`config.mk`:
```
export PLATFORM = sky130hd
export DESIGN_NAME = even_parity_check_unit
export DESIGN_NICKNAME = d
export VERILOG_FILES = /design/src/rtl/even_parity_check_unit.sv
export SDC_FILE = /design/constraint.sdc
export NUM_CORES = 1
export LEC_CHECK = 0
export CORE_UTILIZATION = 43
export DETAILED_ROUTE_END_ITERATION = 16
export GPL_ROUTABILITY_DRIVEN = 0
export PLACE_DENSITY = 0.75
export SYNTH_ARGS = -nofsm -noshare
export SYNTH_HDL_FRONTEND = slang
export SYNTH_SLANG_ARGS = --single-unit
```
`constraint.sdc`:
```
create_clock -name clk -period 2.3 [get_ports clk]
set_input_delay 0.345 -clock clk [delete_from_list [all_inputs] [get_ports clk]]
set_output_delay 0.345 -clock clk [all_outputs]
set_load 0.005 [all_outputs]
```
`src/rtl/even_parity_check_unit.sv`:
```
// Registered even-parity checker with valid handshake and saturating error counter.
// Optional build macro PARITY_STICKY_ERR_EN adds a sticky_err status output.

module parity_xor_tree #(
    parameter int W = 4
) (
    input  logic [W-1:0] i_bits,
    output logic         o_p
);
    assign o_p = ^i_bits;
endmodule

module even_parity_check_unit #(
    parameter int DATA_W    = 3,
    parameter int ERR_CNT_W = 8
) (
    input  logic                 clk,
    input  logic                 rst,
    input  logic                 in_valid,
    input  logic [DATA_W-1:0]    data,
    input  logic                 parity_bit,
    input  logic                 clr_count,
    output logic                 out_valid,
    output logic                 parity_out,
    output logic                 err,
    output logic [ERR_CNT_W-1:0] err_count
`ifdef PARITY_STICKY_ERR_EN
    ,
    output logic                 sticky_err
`endif
);
    localparam int STAGES = 1;

    logic                 w_p;
    logic                 w_err_in;
    logic [STAGES:1]      r_vld_pipe;
    logic                 r_parity;
    logic                 r_err;
    logic [ERR_CNT_W-1:0] r_err_count;

    parity_xor_tree #(.W(DATA_W + 1)) u_xor (
        .i_bits ({data, parity_bit}),
        .o_p    (w_p)
    );

    // Qualify with in_valid first so X on an idle bus never reaches state.
    assign w_err_in = in_valid & w_p;

    always_ff @(posedge clk or posedge rst) begin
        if (rst) begin
            r_vld_pipe <= '0;
            r_parity   <= 1'b0;
            r_err      <= 1'b0;
        end else begin
            r_vld_pipe <= {r_vld_pipe, in_valid} >> 0;
            r_err      <= w_err_in;
            if (in_valid)
                r_parity <= w_p;
        end
    end

    always_ff @(posedge clk or posedge rst) begin
        if (rst)
            r_err_count <= '0;
        else if (clr_count)
            r_err_count <= '0;
        else if (w_err_in && (r_err_count != {ERR_CNT_W{1'b1}}))
            r_err_count <= r_err_count + 1'b1;
    end

`ifdef PARITY_STICKY_ERR_EN
    logic r_sticky;

    always_ff @(posedge clk or posedge rst) begin
        if (rst)
            r_sticky <= 1'b0;
        else if (clr_count)
            r_sticky <= 1'b0;
        else if (w_err_in)
            r_sticky <= 1'b1;
    end

    assign sticky_err = r_sticky;
`endif

    assign out_valid  = r_vld_pipe[STAGES];
    assign parity_out = r_parity;
    assign err        = r_err;
    assign err_count  = r_err_count;
endmodule

```
Word-level counts from Yosys, hierarchy flattened
Cells that the tools add are included.
{"block": "totals", "regBits": 11, "input_bits": 8, "output_inout_bits": 11, "elab_cells": 12}
{"block": "classes", "n_addsub": 1, "n_eq_ne": 1, "n_mux": 2, "bitwise": 1, "n_reduce_logical": 3}
{"operator": "two-way mux 8 bit", "n": 2}
{"operator": "adder 8 x 1 -> 8 bit (second input constant)", "n": 1}
{"operator": "!= test 8 bit (second input constant)", "n": 1}
{"operator": "parity 4 bit", "n": 1}
{"operator": "nonzero test 2 bit", "n": 1}
{"operator": "AND 1 bit", "n": 1}
{"operator": "logical AND 1 bit", "n": 1}

Longest topological paths before layout
Gate-level depths: netlist of run 1.
{"block": "logic_depth", "ltp_word": 5, "mapped_depth": 6, "depth_no_buf": 5}

Cells and area by module
From an unflattened synthesis of run 1, not the netlist that was laid out.
{"block": "hier_totals", "cells_unflattened": 58, "area_unflattened_um2": 614.3}
{"mod": "even_parity_check_unit", "instances": 1, "cells_each": 55, "area_per_inst_um2": 588.1, "seq_area_each_um2": 275.3}
{"mod": "parity_xor_tree", "instances": 1, "cells_each": 3, "area_per_inst_um2": 26.3, "seq_area_each_um2": 0.0}

Worst setup path after synthesis of run 1
No wires, ideal clock.
{"block": "synth_path", "kind": "reg-to-reg", "startpoint": "reg r_err_count[0], in the netlist err_count[0]", "endpoint": "reg r_err_count[0], in the netlist err_count[0]", "setup_time_ns": 0.125, "arrival_time_ns": 1.554, "t_required_ns": 2.175, "path_slack_ns": 0.622, "stages_incl_launch_ff": 7, "n_path_buf": 1, "period_less_slack_ns": 1.678, "cell_sequence": "dfrtp_1 -> ha_1 -> nand3_1 -> nor2_1 -> buf_2 -> nor3_1 -> mux2_2"}
{"block": "synth_via", "elab_chain_len": 3, "elab_cells_between_ends": 6, "classes_between": "1 x add/sub; 1 x eq/ne; 2 x mux; 2 x reduce/logical"}
{"element": "start, declared", "line": "39", "text": "logic [ERR_CNT_W-1:0] r_err_count;"}
{"element": "start signal, assigned", "line": "68", "text": "r_err_count <= r_err_count + 1'b1;"}
{"element": "adder 8 x 1 -> 8 bit or != test 8 bit (tied branches)", "line": "68, 67"}
{"element": "two-way mux 8 bit or logical AND 1 bit (tied branches)", "line": "67", "text": "else if (w_err_in && (r_err_count != {ERR_CNT_W{1'b1}}))"}
{"element": "two-way mux 8 bit or nonzero test 2 bit (tied branches)"}
Several ways; a longest one is shown, not always the timed one. The select of a mux whose other input is x is not followed.
A chain may end at the register's enable or synchronous reset.

Worst setup path in the final report of run 1
{"block": "layout_path", "startpoint": "in data[2]", "endpoint": "reg r_err_count[0], in the netlist err_count[0]"}
{"block": "layout_via", "elab_chain_len": 4}
{"element": "start, declared", "line": "20", "text": "input logic [DATA_W-1:0] data,"}
{"element": "parity 4 bit", "line": "10", "text": "assign o_p = ^i_bits;"}
{"element": "AND 1 bit", "line": "47", "text": "assign w_err_in = in_valid & w_p;"}
{"element": "logical AND 1 bit", "line": "67"}
{"element": "nonzero test 2 bit (no line)"}
No other way between the ends.

==> impl_metrics.env, run 1 <==
export IMPL_status="completed"
export IMPL_yosysWarningCount=0
export IMPL_vdd_drop_max_uv=302
export IMPL_cts_resized=0
export IMPL_cts_buffers=3
export IMPL_met1_usage_pct=23.5
export IMPL_async_flop_share_pct=100
export IMPL_post_cts_buffers=0
export IMPL_io_buffers=18
export IMPL_clk_pin_slew_worst_paths_ps=70
export IMPL_max_slew_worst_pin_slew_ps=827
export IMPL_rrSetupSlack_ps=510
export IMPL_end_kind="flip-flop"
export IMPL_start_kind="input pin"
export IMPL_synth_top_area_share_pct=47.0
export IMPL_met3_usage_pct=3.47
export IMPL_cts_tree="done"
export IMPL_grt_pass1_wl_um=1860
export IMPL_dieArea_sq_um=1510
export IMPL_drt_wl_total_um=1160
export IMPL_netlist_area_sq_um=586
export IMPL_place_inst=88
export IMPL_relSlewSlack_pct=44.5
export IMPL_nets=88
export IMPL_syn_area_per_cell_sq_um=9.92
export IMPL_rr_worst_depth=5
export IMPL_pwr_share_clk_pct=31.7
export IMPL_p_int_uw=313
export IMPL_hp_class="in2async"
export IMPL_clock_sinks=11
export IMPL_wl_per_cell_um=12.6
export IMPL_maxCapViolations=0
export IMPL_clock_latency_ps=270
export IMPL_busiest_layer="met2"
export IMPL_drt_drc_violations_left=0
export IMPL_min_period_over_period_pct=82.3
export IMPL_synth_edf_count=0
export IMPL_worstPathRequired_ps=2460
export IMPL_hold_buffers=0
export IMPL_globalRouteTotalUtil_pct=18.5
export IMPL_synth_nets=68
export IMPL_power_density_nw_per_um2=534
export IMPL_h_tree_depth=1
export IMPL_synth_area_leaders="dfrtp_1, mux2_2, o31ai_1"
export IMPL_ys_flop_type="dfrtp_1"
export IMPL_antenna_found_initial=0
export IMPL_cts_max_path_buffers=2
export IMPL_hpwlAfterDp_um=817
export IMPL_crit_fanout=12
export IMPL_instances_no_fill=92
export IMPL_drtIter0Drc=9
export IMPL_die_y_um=38.9
export IMPL_setup_tns_ps=0
export IMPL_n_antenna_cell=0
export IMPL_core_area_sq_um=1190
export IMPL_finalHoldViolations=0
export IMPL_p_sw_uw=109
export IMPL_drive_above_1_share_pct=7.69
export IMPL_start_util_pct=49.4
export IMPL_syn_inst=59
export IMPL_reg2reg_to="err_count[0]$_DFFE_PP0P_"
export IMPL_die_w_um=38.9
export IMPL_grt_max_degree=13
export IMPL_drv_slew=0
export IMPL_num_vias=490
export IMPL_critical_path_arrival_ps=2050
export IMPL_overflow=0
export IMPL_path_class="in2reg"
export IMPL_synth_seq_cells=11
export IMPL_p_leak_nw=0.315
export IMPL_finalClockSkew_ps=1.43
export IMPL_synthTopCellsByCount="dfrtp_1, nor2_1"
export IMPL_yosysSeqAreaShare_pct=47.0
export IMPL_grtUsageMet2_pct=29.2
export IMPL_io_pins=19
export IMPL_vias_per_cell=5.33
export IMPL_setup_viol=0
export IMPL_clockRootBuffer="clkbuf_4"
export IMPL_synth_most_common_cell="dfrtp_1"
export IMPL_rsz0062_at_grt="false"
export IMPL_pre_cts_ws_ps=156
export IMPL_power_frac_comb_pct=18.3
export IMPL_yosysUniqueCellTypes=22
export IMPL_worst_slack_ps=407
export IMPL_max_freq_mhz=528
export IMPL_rows=12
export IMPL_period_minus_slack_ps=1890
export IMPL_r2r_start="err_count[0]$_DFFE_PP0P_"
export IMPL_switching_share_pct=25.7
export IMPL_drtPass1Iterations=4
export IMPL_filler_cell_count=107
export IMPL_power_frac_seq_pct=50.0
export IMPL_drtAntennaViolNets=0
export IMPL_grt_pass1_vias=449
export IMPL_area_growth_pct=34.8
export IMPL_synth_top_area_cell="dfrtp_1"
through the flow:
stage          util, %  cell area [sq um]  power (mW)  hold slack [ps]
2_1_floorplan        -                586       0.258              197
3_3_place_gp      64.3                763       0.291              463
3_5_place_dp      64.3                763       0.292              465
4_1_cts           66.6                790       0.424              384
5_1_grt           66.6                790       0.438              434
6_report          66.6                790       0.422              360
sequential cells by signal, indices dropped and copies added (netlist names):
signal      flops
out_valid       1
parity_out      1
err_count       8
err             1
worst max path at each step:
stage	startpoint	to	slack (ps)	cells after the start
2_1_floorplan	err_count[0]$_DFFE_PP0P_	err_count[0]$_DFFE_PP0P_	620	6
6_report	data[2]	err_count[0]$_DFFE_PP0P_	410	5
3_5_place_dp	data[2]	err_count[0]$_DFFE_PP0P_	160	5
4_1_cts	data[2]	err_count[0]$_DFFE_PP0P_	440	5
5_1_grt	data[2]	err_count[0]$_DFFE_PP0P_	300	5
3_3_place_gp	data[2]	err_count[0]$_DFFE_PP0P_	170	5
power groups by stage:
stage | Combinational [mW] | Clock (mW) | Sequential, mW
after floorplan | 0.0435 | 0 | 0.215
after global placement | 0.0763 | 0 | 0.214
after detailed placement | 0.0770 | 0 | 0.215
after CTS | 0.0780 | 0.135 | 0.211
after global routing | 0.0844 | 0.142 | 0.212
final | 0.0774 | 0.134 | 0.211
kinds of logic (layout without fill, tap and decap cells):
kind of cell | Yosys count | count (layout) | share of synthesized area (%)
DFF | 11 | 11 | 47.0
and+or+nand+nor | 26 | 26 | 24.4
buffers and inverters | 5 | 24 | 4.70
muxes | 4 | 4 | 7.48
AOI/OAI and AO/OA | 9 | 9 | 9.83
xor gates and xnor gates | 3 | 3 | 4.49
adders and majority gates | 1 | 1 | 2.14
worst max-delay path, stage by stage:
cell and delay (ps):
clkdlybuf4s50_1 410, xnor2_1 140, xnor2_1 670, nor3_1 170
mux2_2 310
metal layers:
metal	up-vias	share of wire, %
met3	4	4.7
met4	0	1.2
met2	14	44
li1	251	-
met1	221	50
met5	-	0
layout make-up:
cell class	instances	area [sq um]	share of cell area (%)
timing repair buffer	18	180	22.8
clock buffer	4	26.3	3.33
sequential	11	275	34.9
inverter	2	7.51	0.951
tap	14	17.5	2.22
multi-input combinational	43	283	35.8
placed cells by master (no fill, tap or decap), types with 2 or more instances in the layout:
cell	n
nor2_1	5
clkbuf_4	3
or4_1	4
nand4_1	3
mux2_2	3
nor2b_1	3
xnor2_1	3
nor4_1	2
clkdlybuf4s50_1	18
o31ai_1	4
inv_1	2
dfrtp_1	11
nand2_1	4
nand2b_1	2
a21oi_1	4
No activity file was read; power rests on OpenSTA's default activity.
==> run 2, diff against run 1 <==
Settings changed: CORE_UTILIZATION 43 to 39, PLACE_DENSITY 0.75 to 0.72.
Clock period 2.3 ns to 1.7 ns, I/O delays scaled along.
==> run 2 against run 1 <==
Power grew 42%. First-iteration DRC count grew 33%. Utilization grew 0.91 points. Largest cell class unchanged. Highest routed layer unchanged. Critical endpoint is now err_count[4]$_DFFE_PP0P_. Setup slack lost 350 ps. Sequential share of layout area shrank 4.6 points. Critical path type is now reg2reg. Global-route usage shrank 0.91 points. Sequential cell count is the same. Combinational power grew 83%. Routed wire length grew 18%.
==> impl_metrics.env, run 2 (synthesis gave the netlist of run 1 again) <==
export IMPL_dieArea_sq_um=1660
export IMPL_maxCapViolations=0
export IMPL_filler_cell_count=112
export IMPL_instances_no_fill=101
export IMPL_hp_class="in2async"
export IMPL_end_kind="flip-flop"
export IMPL_relSlewSlack_pct=67.7
export IMPL_grt_pass1_wl_um=1780
export IMPL_cts_tree="done"
export IMPL_power_density_nw_per_um2=658
export IMPL_p_leak_nw=0.375
export IMPL_final_cell_mix="clkdlybuf4s50_1, dfrtp_1, buf_4"
export IMPL_globalRouteTotalUtil_pct=17.6
export IMPL_vdd_drop_max_uv=463
export IMPL_min_period_over_period_pct=96.7
export IMPL_core_area_sq_um=1350
export IMPL_crit_fanout=8
export IMPL_start_kind="flip-flop"
export IMPL_num_vias=547
export IMPL_place_area_sq_um=837
export IMPL_grt_pass1_vias=427
export IMPL_wl_per_cell_um=13.5
export IMPL_drtAntennaViolNets=0
export IMPL_period_minus_slack_ps=1640
export IMPL_antenna_found_initial=0
export IMPL_worstPathRequired_ps=1890
export IMPL_finalHoldViolations=0
export IMPL_grt_max_degree=13
export IMPL_power_frac_comb_pct=23.8
export IMPL_hold_buffers=0
export IMPL_clock_latency_ps=270
export IMPL_die_w_um=40.8
export IMPL_max_slew_worst_pin_slew_ps=483
export IMPL_place_inst=97
export IMPL_power_frac_seq_pct=47.0
export IMPL_largest_reg_flops=8
export IMPL_fin_util_pct=67.5
export IMPL_drive_above_1_share_pct=26.7
export IMPL_drtIter0Drc=12
export IMPL_p_sw_uw=151
export IMPL_finalClockSkew_ps=0.594
export IMPL_cts_max_path_buffers=2
export IMPL_cts_buffers=3
export IMPL_fin_total_pwr_uw=599
export IMPL_nets=96
export IMPL_p_int_uw=448
export IMPL_drtPass1Iterations=4
export IMPL_switching_share_pct=25.2
export IMPL_critical_path_arrival_ps=1830
export IMPL_rsz0062_at_grt="false"
export IMPL_drt_wl_total_um=1360
export IMPL_status="completed"
export IMPL_clk_pin_slew_worst_paths_ps=60
export IMPL_clockRootBuffer="clkbuf_4"
export IMPL_start_util_pct=43.4
export IMPL_path_class="reg2reg"
export IMPL_drv_slew=0
export IMPL_area_growth_pct=55.6
export IMPL_clock_sinks=11
export IMPL_vias_per_cell=5.42
export IMPL_hpwlAfterDp_um=971
export IMPL_drt_drc_violations_left=0
export IMPL_max_freq_mhz=608
export IMPL_fin_area_sq_um=911
export IMPL_h_tree_depth=1
export IMPL_overflow=0
export IMPL_io_buffers=18
export IMPL_pwr_share_clk_pct=29.2
export IMPL_final_common_cell="clkdlybuf4s50_1"
export IMPL_io_pins=19
export IMPL_rows=13
export IMPL_die_y_um=40.8
export IMPL_n_antenna_cell=0
export IMPL_setup_viol=0
[run 2: cell type report]
type	instances	area (sq um)	share of cell area (%)
inverter	2	7.51	0.824
tap	15	18.8	2.06
multi-input combinational	43	330	36.3
sequential	11	275	30.2
clock buffer	4	26.3	2.88
timing repair buffer	26	253	27.7
[run 2: path summary, 6_finish.rpt]
check | start | slack, ps | depth (start not counted) | endpoint
setup / recovery | err_count[0]$_DFFE_PP0P_ | 60 | 6 | err_count[4]$_DFFE_PP0P_
hold / removal | rst | 280 | 2 | parity_out$_DFFE_PP0P_
setup reg to reg | err_count[0]$_DFFE_PP0P_ | 60 | 6 | err_count[4]$_DFFE_PP0P_
hold reg to reg | parity_out$_DFFE_PP0P_ | 480 | 1 | parity_out$_DFFE_PP0P_
max in group asynchronous | rst | 1120 | 2 | err_count[1]$_DFFE_PP0P_
min in group clk | parity_out$_DFFE_PP0P_ | 480 | 1 | parity_out$_DFFE_PP0P_
[run 2: critical path, cell delays in order, from the launching register on]
cell and delay (ps):
dfrtp_1 380, ha_2 210, nand3_1 90, nor2_2 80, buf_12 140, or4_1 510, a21oi_1 150
[run 2: power groups by stage]
stage	clock network, mW	logic [mW]	registers, mW
floorplan	0	0.0589	0.291
global placement	0	0.128	0.286
finish	0.175	0.142	0.282
detailed placement	0	0.132	0.287
CTS	0.182	0.132	0.282
global route	0.195	0.156	0.283
[run 2: per-layer routing]
| metal | GRT usage, % | share of wire, % | vias to the layer above |
|---|---|---|---|
| li1 | - | - | 266 |
| met1 | 18.0 | 45 | 265 |
| met2 | 28.2 | 49 | 14 |
| met3 | 9.78 | 4.6 | 2 |
| met4 | 10.0 | 1.2 | 0 |
| met5 | 0 | 0 | - |
[run 2: stage by stage]
stage	setup TNS, ps	setup slack, ps	hold slack [ps]
floorplan	0	21.7	107
global placement	-1590	-220	462
detailed placement	-1980	-250	475
CTS	0	27.4	287
global route	0	1.14	340
finish	0	56.2	279
[run 2: timing repair]
item                                    4_1_cts  5_1_grt
endpoints found under the setup margin        1        8
pin swaps                                     0        0
resized for setup                             1        8
buffers inserted                              0        0
